<file path="src/rtl/cpu_pkg.sv">
// Shared CPU execute-side types: ALU op codes, NZCV flag struct, skid buffer states.
// Configuration macro used by alu_result_stage: ALU_FLAG_BYPASS_EN.
package cpu_pkg;

    localparam int ALU_WIDTH = 64;

    typedef enum logic [2:0] {
        PASS_B = 3'b000,
        ADD    = 3'b010,
        SUB    = 3'b011,
        AND    = 3'b100,
        OR     = 3'b101,
        XOR    = 3'b110
    } alu_op_t;

    typedef struct packed {
        logic n;
        logic z;
        logic c;
        logic v;
    } nzcv_t;

    typedef enum logic [1:0] {
        SKID_EMPTY = 2'b00,
        SKID_ONE   = 2'b01,
        SKID_FULL  = 2'b10
    } skid_state_t;

    // Only add/sub produce meaningful carry and overflow.
    function automatic logic is_arith(input logic [2:0] code);
        return (code == ADD) || (code == SUB);
    endfunction

endpackage

</file>
<file path="src/rtl/alu_skid_buf.sv">
// Two-entry valid/ready skid buffer; in_ready is registered so it never
// depends combinationally on out_ready.
//
// state      | meaning
// -----------+----------------------------------------------
// SKID_EMPTY | no entry held, out_valid low
// SKID_ONE   | main register holds the output entry
// SKID_FULL  | main and skid both hold entries, in_ready low
module alu_skid_buf
    import cpu_pkg::*;
#(
    parameter int DATA_W = 8
) (
    input  logic              clk,
    input  logic              reset_n,
    input  logic              in_valid,
    output logic              in_ready,
    input  logic [DATA_W-1:0] in_data,
    output logic              out_valid,
    input  logic              out_ready,
    output logic [DATA_W-1:0] out_data
);

    skid_state_t       state, state_nxt;
    logic [DATA_W-1:0] main_q;
    logic [DATA_W-1:0] skid_q;
    logic              ready_q;
    logic              accept;
    logic              xfer;
    logic              load_main;
    logic              load_skid;
    logic              main_from_skid;

    assign accept    = in_valid && ready_q;
    assign xfer      = out_valid && out_ready;
    assign in_ready  = ready_q;
    assign out_valid = (state != SKID_EMPTY);
    assign out_data  = main_q;

    always_comb begin
        state_nxt      = state;
        load_main      = 1'b0;
        load_skid      = 1'b0;
        main_from_skid = 1'b0;
        case (state)
            SKID_EMPTY: begin
                if (accept) begin
                    load_main = 1'b1;
                    state_nxt = SKID_ONE;
                end
            end
            SKID_ONE: begin
                if (accept && xfer) begin
                    load_main = 1'b1;
                end else if (accept) begin
                    load_skid = 1'b1;
                    state_nxt = SKID_FULL;
                end else if (xfer) begin
                    state_nxt = SKID_EMPTY;
                end
            end
            SKID_FULL: begin
                if (xfer) begin
                    main_from_skid = 1'b1;
                    state_nxt      = SKID_ONE;
                end
            end
            default: state_nxt = SKID_EMPTY;
        endcase
    end

    always_ff @(posedge clk or negedge reset_n) begin
        if (!reset_n) begin
            state   <= SKID_EMPTY;
            ready_q <= 1'b1;
            main_q  <= '0;
            skid_q  <= '0;
        end else begin
            state   <= state_nxt;
            ready_q <= (state_nxt != SKID_FULL);
            if (load_main) begin
                main_q <= in_data;
            end else if (main_from_skid) begin
                main_q <= skid_q;
            end
            if (load_skid) begin
                skid_q <= in_data;
            end
        end
    end

endmodule

</file>
<file path="src/rtl/alu_result_stage.sv">
// ALU result stage: derives NZCV, holds the architectural flag register and
// forwards {result, zero, rd} through a skid buffer. Option: ALU_FLAG_BYPASS_EN.
module alu_result_stage
    import cpu_pkg::*;
#(
    parameter int WIDTH = ALU_WIDTH,
    parameter int RD_W  = 5
) (
    input  logic             clk,
    input  logic             reset_n,
    input  logic             in_valid,
    output logic             in_ready,
    input  logic [WIDTH-1:0] in_result,
    input  logic             in_c_out,
    input  logic             in_c_msb,
    input  logic [2:0]       in_cntrl,
    input  logic             in_set_flags,
    input  logic [RD_W-1:0]  in_rd,
    output logic             out_valid,
    input  logic             out_ready,
    output logic [WIDTH-1:0] out_result,
    output logic             out_zero,
    output logic [RD_W-1:0]  out_rd,
    output logic             flag_n,
    output logic             flag_z,
    output logic             flag_c,
    output logic             flag_v
);

    localparam int PAY_W = WIDTH + 1 + RD_W;

    logic             accept;
    logic             flag_we;
    nzcv_t            nzcv_new;
    nzcv_t            flag_q;
    nzcv_t            flag_out;
    logic [PAY_W-1:0] pay_in;
    logic [PAY_W-1:0] pay_out;

    assign accept  = in_valid && in_ready;
    assign flag_we = accept && in_set_flags;

    always_comb begin
        nzcv_new.n = in_result[WIDTH-1];
        nzcv_new.z = (in_result == '0);
        nzcv_new.c = 1'b0;
        nzcv_new.v = 1'b0;
        if (is_arith(in_cntrl)) begin
            nzcv_new.c = in_c_out;
            nzcv_new.v = in_c_out ^ in_c_msb;
        end
    end

    always_ff @(posedge clk or negedge reset_n) begin
        if (!reset_n) begin
            flag_q <= '0;
        end else if (flag_we) begin
            flag_q <= nzcv_new;
        end
    end

`ifdef ALU_FLAG_BYPASS_EN
    // Decode sees flags of an accepting flag-setter in the same cycle.
    assign flag_out = flag_we ? nzcv_new : flag_q;
`else
    assign flag_out = flag_q;
`endif

    assign flag_n = flag_out.n;
    assign flag_z = flag_out.z;
    assign flag_c = flag_out.c;
    assign flag_v = flag_out.v;

    assign pay_in = {in_result, nzcv_new.z, in_rd};

    alu_skid_buf #(
        .DATA_W (PAY_W)
    ) u_skid (
        .clk       (clk),
        .reset_n   (reset_n),
        .in_valid  (in_valid),
        .in_ready  (in_ready),
        .in_data   (pay_in),
        .out_valid (out_valid),
        .out_ready (out_ready),
        .out_data  (pay_out)
    );

    assign out_result = pay_out[PAY_W-1 -: WIDTH];
    assign out_zero   = pay_out[RD_W];
    assign out_rd     = pay_out[RD_W-1:0];

endmodule

</file>
<file path="config.mk">
export PLATFORM = sky130hd
export DESIGN_NAME = alu_result_stage
export DESIGN_NICKNAME = d
export VERILOG_FILES = /design/src/rtl/cpu_pkg.sv /design/src/rtl/alu_skid_buf.sv /design/src/rtl/alu_result_stage.sv
export SDC_FILE = /design/constraint.sdc
export NUM_CORES = 1
export LEC_CHECK = 0
export CAP_MARGIN = 20
export CELL_PAD_IN_SITES_DETAIL_PLACEMENT = 0
export CELL_PAD_IN_SITES_GLOBAL_PLACEMENT = 1
export CORE_ASPECT_RATIO = 1.2
export CORE_MARGIN = 8
export CORE_UTILIZATION = 34
export CTS_CLUSTER_SIZE = 10
export DETAILED_ROUTE_END_ITERATION = 12
export MAX_ROUTING_LAYER = met4
export PLACE_DENSITY = 0.86
export SLEW_MARGIN = 20
export SYNTH_ARGS = -nofsm -noshare
export SYNTH_HDL_FRONTEND = slang
export SYNTH_SLANG_ARGS = --single-unit
</file>
<file path="constraint.sdc">
create_clock -name clk -period 1.61 [get_ports clk]
set_clock_uncertainty 0.15 [all_clocks]
set_input_delay 0.2415 -clock clk [delete_from_list [all_inputs] [get_ports clk]]
set_output_delay 0.2415 -clock clk [all_outputs]
set_load 0.05 [all_outputs]
</file>
# Word-level counts from Yosys, hierarchy flattened
# Cells that the tools add are included.
[classes]
n_eq_ne = 5
n_mux = 16
n_bitwise = 1
n_reduce_logical = 9
[ops]
columns = ["op", "n"]
rows = [
  ["two-way mux 70 bit", 2],
  ["logical NOT 64 bit", 1],
  ["two-way mux 2 bit", 6],
  ["equality test 3 x 2 -> 1 bit (second input constant)", 2],
  ["two-way mux 1 bit", 6],
  ["case mux 2 bit (3 select lines)", 1],
  ["logical AND 1 bit", 4],
  ["nonzero test 2 bit", 2],
  ["equality test 2 x 1 -> 1 bit (second input constant)", 1],
  ["equality test 2 bit (second input constant)", 1],
  ["logical NOT 2 bit", 1],
  ["inequality test 2 bit (second input constant)", 1],
  ["case mux 1 bit (2 select lines)", 1],
  ["logical OR 1 bit", 1],
  ["bitwise XOR 1 bit", 1],
]
[word_totals]
reg_bits = 147
in_bits = 79
out_inout_bits = 76
word_cells = 39

# Depth between registers and ports, before layout
[logic_depth]
word_depth = 7
ltp_mapped = 8
ltp_nobuf = 4

# By module
# Synthesis repeated with hierarchy kept, for this count alone.
[hier_totals]
cells_unflattened = 432
area_unflattened_um2 = 6112.1
[modules_own_cells]
columns = ["module", "instances", "cells_per_inst", "area_per_inst_um2", "seq_area_each_um2"]
rows = [
  ["alu_skid_buf", 1, 397, 5799.3, 3579.7],
  ["alu_result_stage", 1, 35, 312.8, 100.1],
]

# Worst setup path before layout
# Ideal clock, no wire load.
[synth_path]
kind = "register to register"
from = "reg u_skid.ready_q, in the netlist u_skid.in_ready"
to = "reg u_skid.skid_q[0]"
arrival_time_ns = 1.703
t_required_ns = 1.333
slack_ns = -0.370
path_stages_with_launch = 6
path_cell_list = "dfstp_2 -> nand2_1 -> nor3b_2 -> buf_4 -> buf_6 -> mux2_1"
[synth_via]
elab_chain_len = 4
elab_cells_between_ends = 5
classes_between = "mux: 3; reduce/logical: 2"
[synth_rtl]
columns = ["element", "line_no", "text"]
rows = [
  ["start: declaration", "alu_skid_buf.sv:27", "logic ready_q;"],
  ["start signal: assignment", "alu_skid_buf.sv:80", "ready_q <= (state_nxt != SKID_FULL);"],
  ["logical AND 1 bit (*)", "alu_skid_buf.sv:34", "assign accept = in_valid && ready_q;"],
  ["two-way mux 1 bit or logical AND 1 bit (tied branches)", "alu_skid_buf.sv:55, alu_skid_buf.sv:53", ""],
  ["two-way mux 1 bit (*)", "alu_skid_buf.sv:53", "if (accept && xfer) begin"],
  ["two-way mux 1 bit (*)", "alu_skid_buf.sv:45", "case (state)"],
  ["end signal: assignment", "alu_skid_buf.sv:87", "skid_q <= in_data;"],
  ["end: declaration", "alu_skid_buf.sv:26", "logic [DATA_W-1:0] skid_q;"],
]
# Every way passes the cells marked *; elsewhere a longest branch is shown, timed or not.
# A chain may end at the register's enable or synchronous reset.

# Worst setup path after layout
[layout_path]
from = "reg u_skid.ready_q, in the netlist u_skid.in_ready"
to = "reg u_skid.main_q[36], in the netlist u_skid.out_data[36]"
[layout_via]
elab_chain_len = 5
elab_cells_between_ends = 7
classes_between = "mux: 4; reduce/logical: 3"
[layout_rtl]
columns = ["element", "line_no", "text"]
rows = [
  ["logical AND 1 bit (*)", "alu_skid_buf.sv:34", ""],
  ["logical AND 1 bit", "alu_skid_buf.sv:53", ""],
  ["two-way mux 1 bit", "alu_skid_buf.sv:53", ""],
  ["case mux 1 bit (2 select lines) (*)", "alu_skid_buf.sv:45", ""],
  ["two-way mux 70 bit or nonzero test 2 bit (tied branches)", "-", ""],
  ["end signal: assignment", "alu_skid_buf.sv:82", "main_q <= in_data;"],
  ["end signal: assignment", "alu_skid_buf.sv:84", "main_q <= skid_q;"],
  ["end: declaration", "alu_skid_buf.sv:25", "logic [DATA_W-1:0] main_q;"],
]
# Marks and branches as above.

==> impl_results.md <==
- Final ANT Viol Nets: 0
- Kind of critical path: reg -> reg
- Clock Sinks: 147
- Area of the multi-input gates: 2800 um2
- Syn avg cell area: approximately 12 um2
- Max clock buf depth: 2
- Fill count: 1268
- Clk pwr share: 0.162
- Placed Instance Area: 9130 um2
- Final Cell Area: 11100 um2
- Synth unique cells: 29
- Startpoint Class: flip-flop
- Final wirelength: 21800 um
- Fmax: 0.537 GHz
- Nets: 841
- Slew Limit Fails: 0
- R2r endpoint: u_skid.out_data[36]
- Comb power frac: 0.528
- Top Ports: 155
- DRC: 0
- Largest net degree at the start of global routing: 47
- Initial antenna violation count: 1
- Hold Path Origin: in_result[52]
- DR vias: between 5000 and 6000
- Final period util: 1.16
- CP endpoint kind: flip-flop
- Seq pwr share: 0.309
- CTS H-tree depth: 4
- Final WS setup: -0.251 ns
- Power Internal: 14000 uW
- Status: finished with violations
- Synth Cell Area: 6030 um2
- Pre-Repair DR Iteration Count: 4
- RSZ-0062 raised after global routing: yes
- Final hold violation count: 0
- Area Overhead vs Synth: 83.9%
- Hold worst-path end: u_skid.out_data[58]
- Core box area: 17400 um2
- Worst min-delay path class: in -> reg
- Max-cap violations: 0
- Pwr Density: approximately 2100 nW/um2
- Starting DRT DRC Count: 257
- Worst-path clk slew: about 0.06 ns
- I/O Buffers: 153
- Worst VDD drop: 1.26 mV
- Net Sw Frac: 0.399
- Site row count: 53
- Mapped Cells: 507
- Sw Pwr: ~9300 uW
- Total gr overflow: 0
- Ratio of cells with drive above 1 in the final layout: 0.481
- LEAKAGE: 0.00523 uW
- Detailed placement HPWL: 12400 um
- CTS tree: yes
- Placer Congestion: 0.793
- Failing checks: setup timing
- R2R setup slack: -0.25 ns
- Sequential fraction of the synthesis area: 0.611
- Net Count, Synth: approximately 600
- Post-synthesis register bit count: 147
- Worst Hold Depth: 3
- Commonest non-fill, non-tap cell in the layout: dfrtp_1
- Total Power: 23300 uW
- CTS Buf Count: 17
- Finished Layout Cells: 997
- DP Cell Count: about 900
- Die width: 138 um
- Vias in the first global route: 5683
- Worst R2R Path Depth: 7
- Clk root buf: clkbuf_16
- WL per Instance: 21.9 um
- Vias per inst: 5.17
- Crit Path Max Fanout: 6
- Post-Route Setup TNS: -28.68 ns
- Max-slew headroom: 0.766
- Launching point of the worst reg2reg path: u_skid.in_ready
- First-pass GRT wire length: 31400 um
- Post-layout util: 0.635
- Final setup viols: 146
- Worst slew pin tran: 0.350 ns
- Seq. cell area: ~3700 um2
- Starting Density: 0.346
- Synth warn: 0
- Post-route minimum period: 1.86 ns
- Crit path DAT: roughly 2.0 ns
- Die area: 22300 um2
- Skew-Pair Late Insertion Delay: approximately 0.42 ns
- Die H: 162 um
- Most frequent cells in the layout: dfrtp_1, buf_12, a22oi_1, buf_4, nand2_2
- Total track usage: 0.191
- Worst EP required: 1.75 ns
-- sequential cells by signal (all words and copies together) (netlist names) --
signal / cells
u_skid.state: 2
u_skid.in_ready: 1
flag_n: 1
flag_c: 1
flag_z: 1
u_skid.skid_q: 70
u_skid.out_data: 70
flag_v: 1
-- how the worst max path moves through the flow --
stage | startpoint | to | cells after the start
6_report | u_skid.in_ready | u_skid.out_data[36] | 7
5_1_grt | u_skid.in_ready | u_skid.out_data[56] | 7
4_1_cts | u_skid.in_ready | u_skid.out_data[39] | 8
3_5_place_dp | in_result[55] | flag_z | 7
3_3_place_gp | in_result[55] | flag_z | 7
2_1_floorplan | u_skid.in_ready | u_skid.skid_q[0] | 5
-- critical path, cell delays in order (launching register included) --
cell,delay (ns)
dfstp_2,0.56
nand2_4,0.07
buf_6,0.14
o31a_4,0.37
buf_12,0.16
clkbuf_16,0.16
nand2_2,0.07
nand2_1,0.06
-- final cells by class --
| class | instances | area share |
|---|---|---|
| diodes | 2 | 0.000452 |
| clock buffers | 20 | 0.0412 |
| clock inverters | 12 | 0.00937 |
| inverters | 2 | 0.000677 |
| multi-input cells | 327 | 0.252 |
| flip-flops and latches | 147 | 0.332 |
| well taps | 220 | 0.0248 |
| repair buffers | 267 | 0.339 |
-- metrics by stage --
stage | setup slack [ns] | hold slack, ns
floorplan | -0.264 | -0.204
global placement | -0.629 | 0.00159
detailed placement | -0.626 | 0.00324
CTS | -0.211 | 0.126
global route | -0.262 | 0.0160
finish | -0.251 | 0.0411
-- per-layer routing --
metal,global-route usage,wire [um]
met5,-,0
met4,0.0628,514
met3,0.0584,1530
met2,0.318,11300
met1,0.212,8450
-- power by group through the flow --
stage / clock [uW] / combinational (uW) / sequential (uW)
2_1_floorplan: 0 / 2250 / 9250
3_3_place_gp: 0 / 9800 / 6820
3_5_place_dp: 0 / 10000 / 6940
4_1_cts: 3870 / 11200 / 6910
5_1_grt: 4030 / 12800 / 7390
6_report: 3780 / 12300 / 7200
-- timing repair --
action / 4_1_cts / 5_1_grt
pin swaps: 12 / 57
hold endpoints to repair: 146 / 2
gates cloned: 10 / 9
buffers inserted: 12 / 6
gates resized for setup: 64 / 173
endpoints found under the setup margin: 143 / 147
hold buffers: 1 / 1
-- cells by family (layout without fill, tap and decap cells) --
| logic type | after synthesis | after routing | synth area share |
|---|---|---|---|
| buf+inv | 33 | 301 | 0.0334 |
| xor+xnor | 1 | 1 | 0.00145 |
| mux | 73 | 73 | 0.136 |
| simple gates | 177 | 177 | 0.126 |
| compound gates | 76 | 76 | 0.0928 |
| other cells | 0 | 2 | 0 |
| flops | 147 | 147 | 0.611 |
-- synth_stat cells --
cell type | count | area (um2)
a21o_1 | 1 | 7.51
a21oi_1 | 1 | 5.00
a22oi_1 | 69 | 518
buf_2 | 7 | 35.0
buf_4 | 2 | 15.0
buf_6 | 8 | 90.1
clkbuf_1 | 13 | 48.8
clkbuf_2 | 1 | 5.00
dfrtp_1 | 146 | 3650
dfstp_2 | 1 | 26.3
inv_1 | 2 | 7.51
mux2_1 | 69 | 777
mux2_2 | 3 | 33.8
mux2i_1 | 1 | 10.0
nand2_1 | 142 | 533
nand2b_1 | 1 | 6.26
nand3_1 | 1 | 5.00
nand3b_1 | 3 | 22.5
nand4_1 | 4 | 25.0
nor2_1 | 4 | 15.0
nor2_2 | 1 | 6.26
nor2b_2 | 1 | 8.76
nor3_2 | 1 | 10.0
nor3b_2 | 1 | 12.5
nor4_1 | 17 | 106
o21ai_0 | 4 | 20.0
o31a_1 | 1 | 8.76
or2_2 | 1 | 6.26
xor2_1 | 1 | 8.76
(Power assumes the default switching activity.)
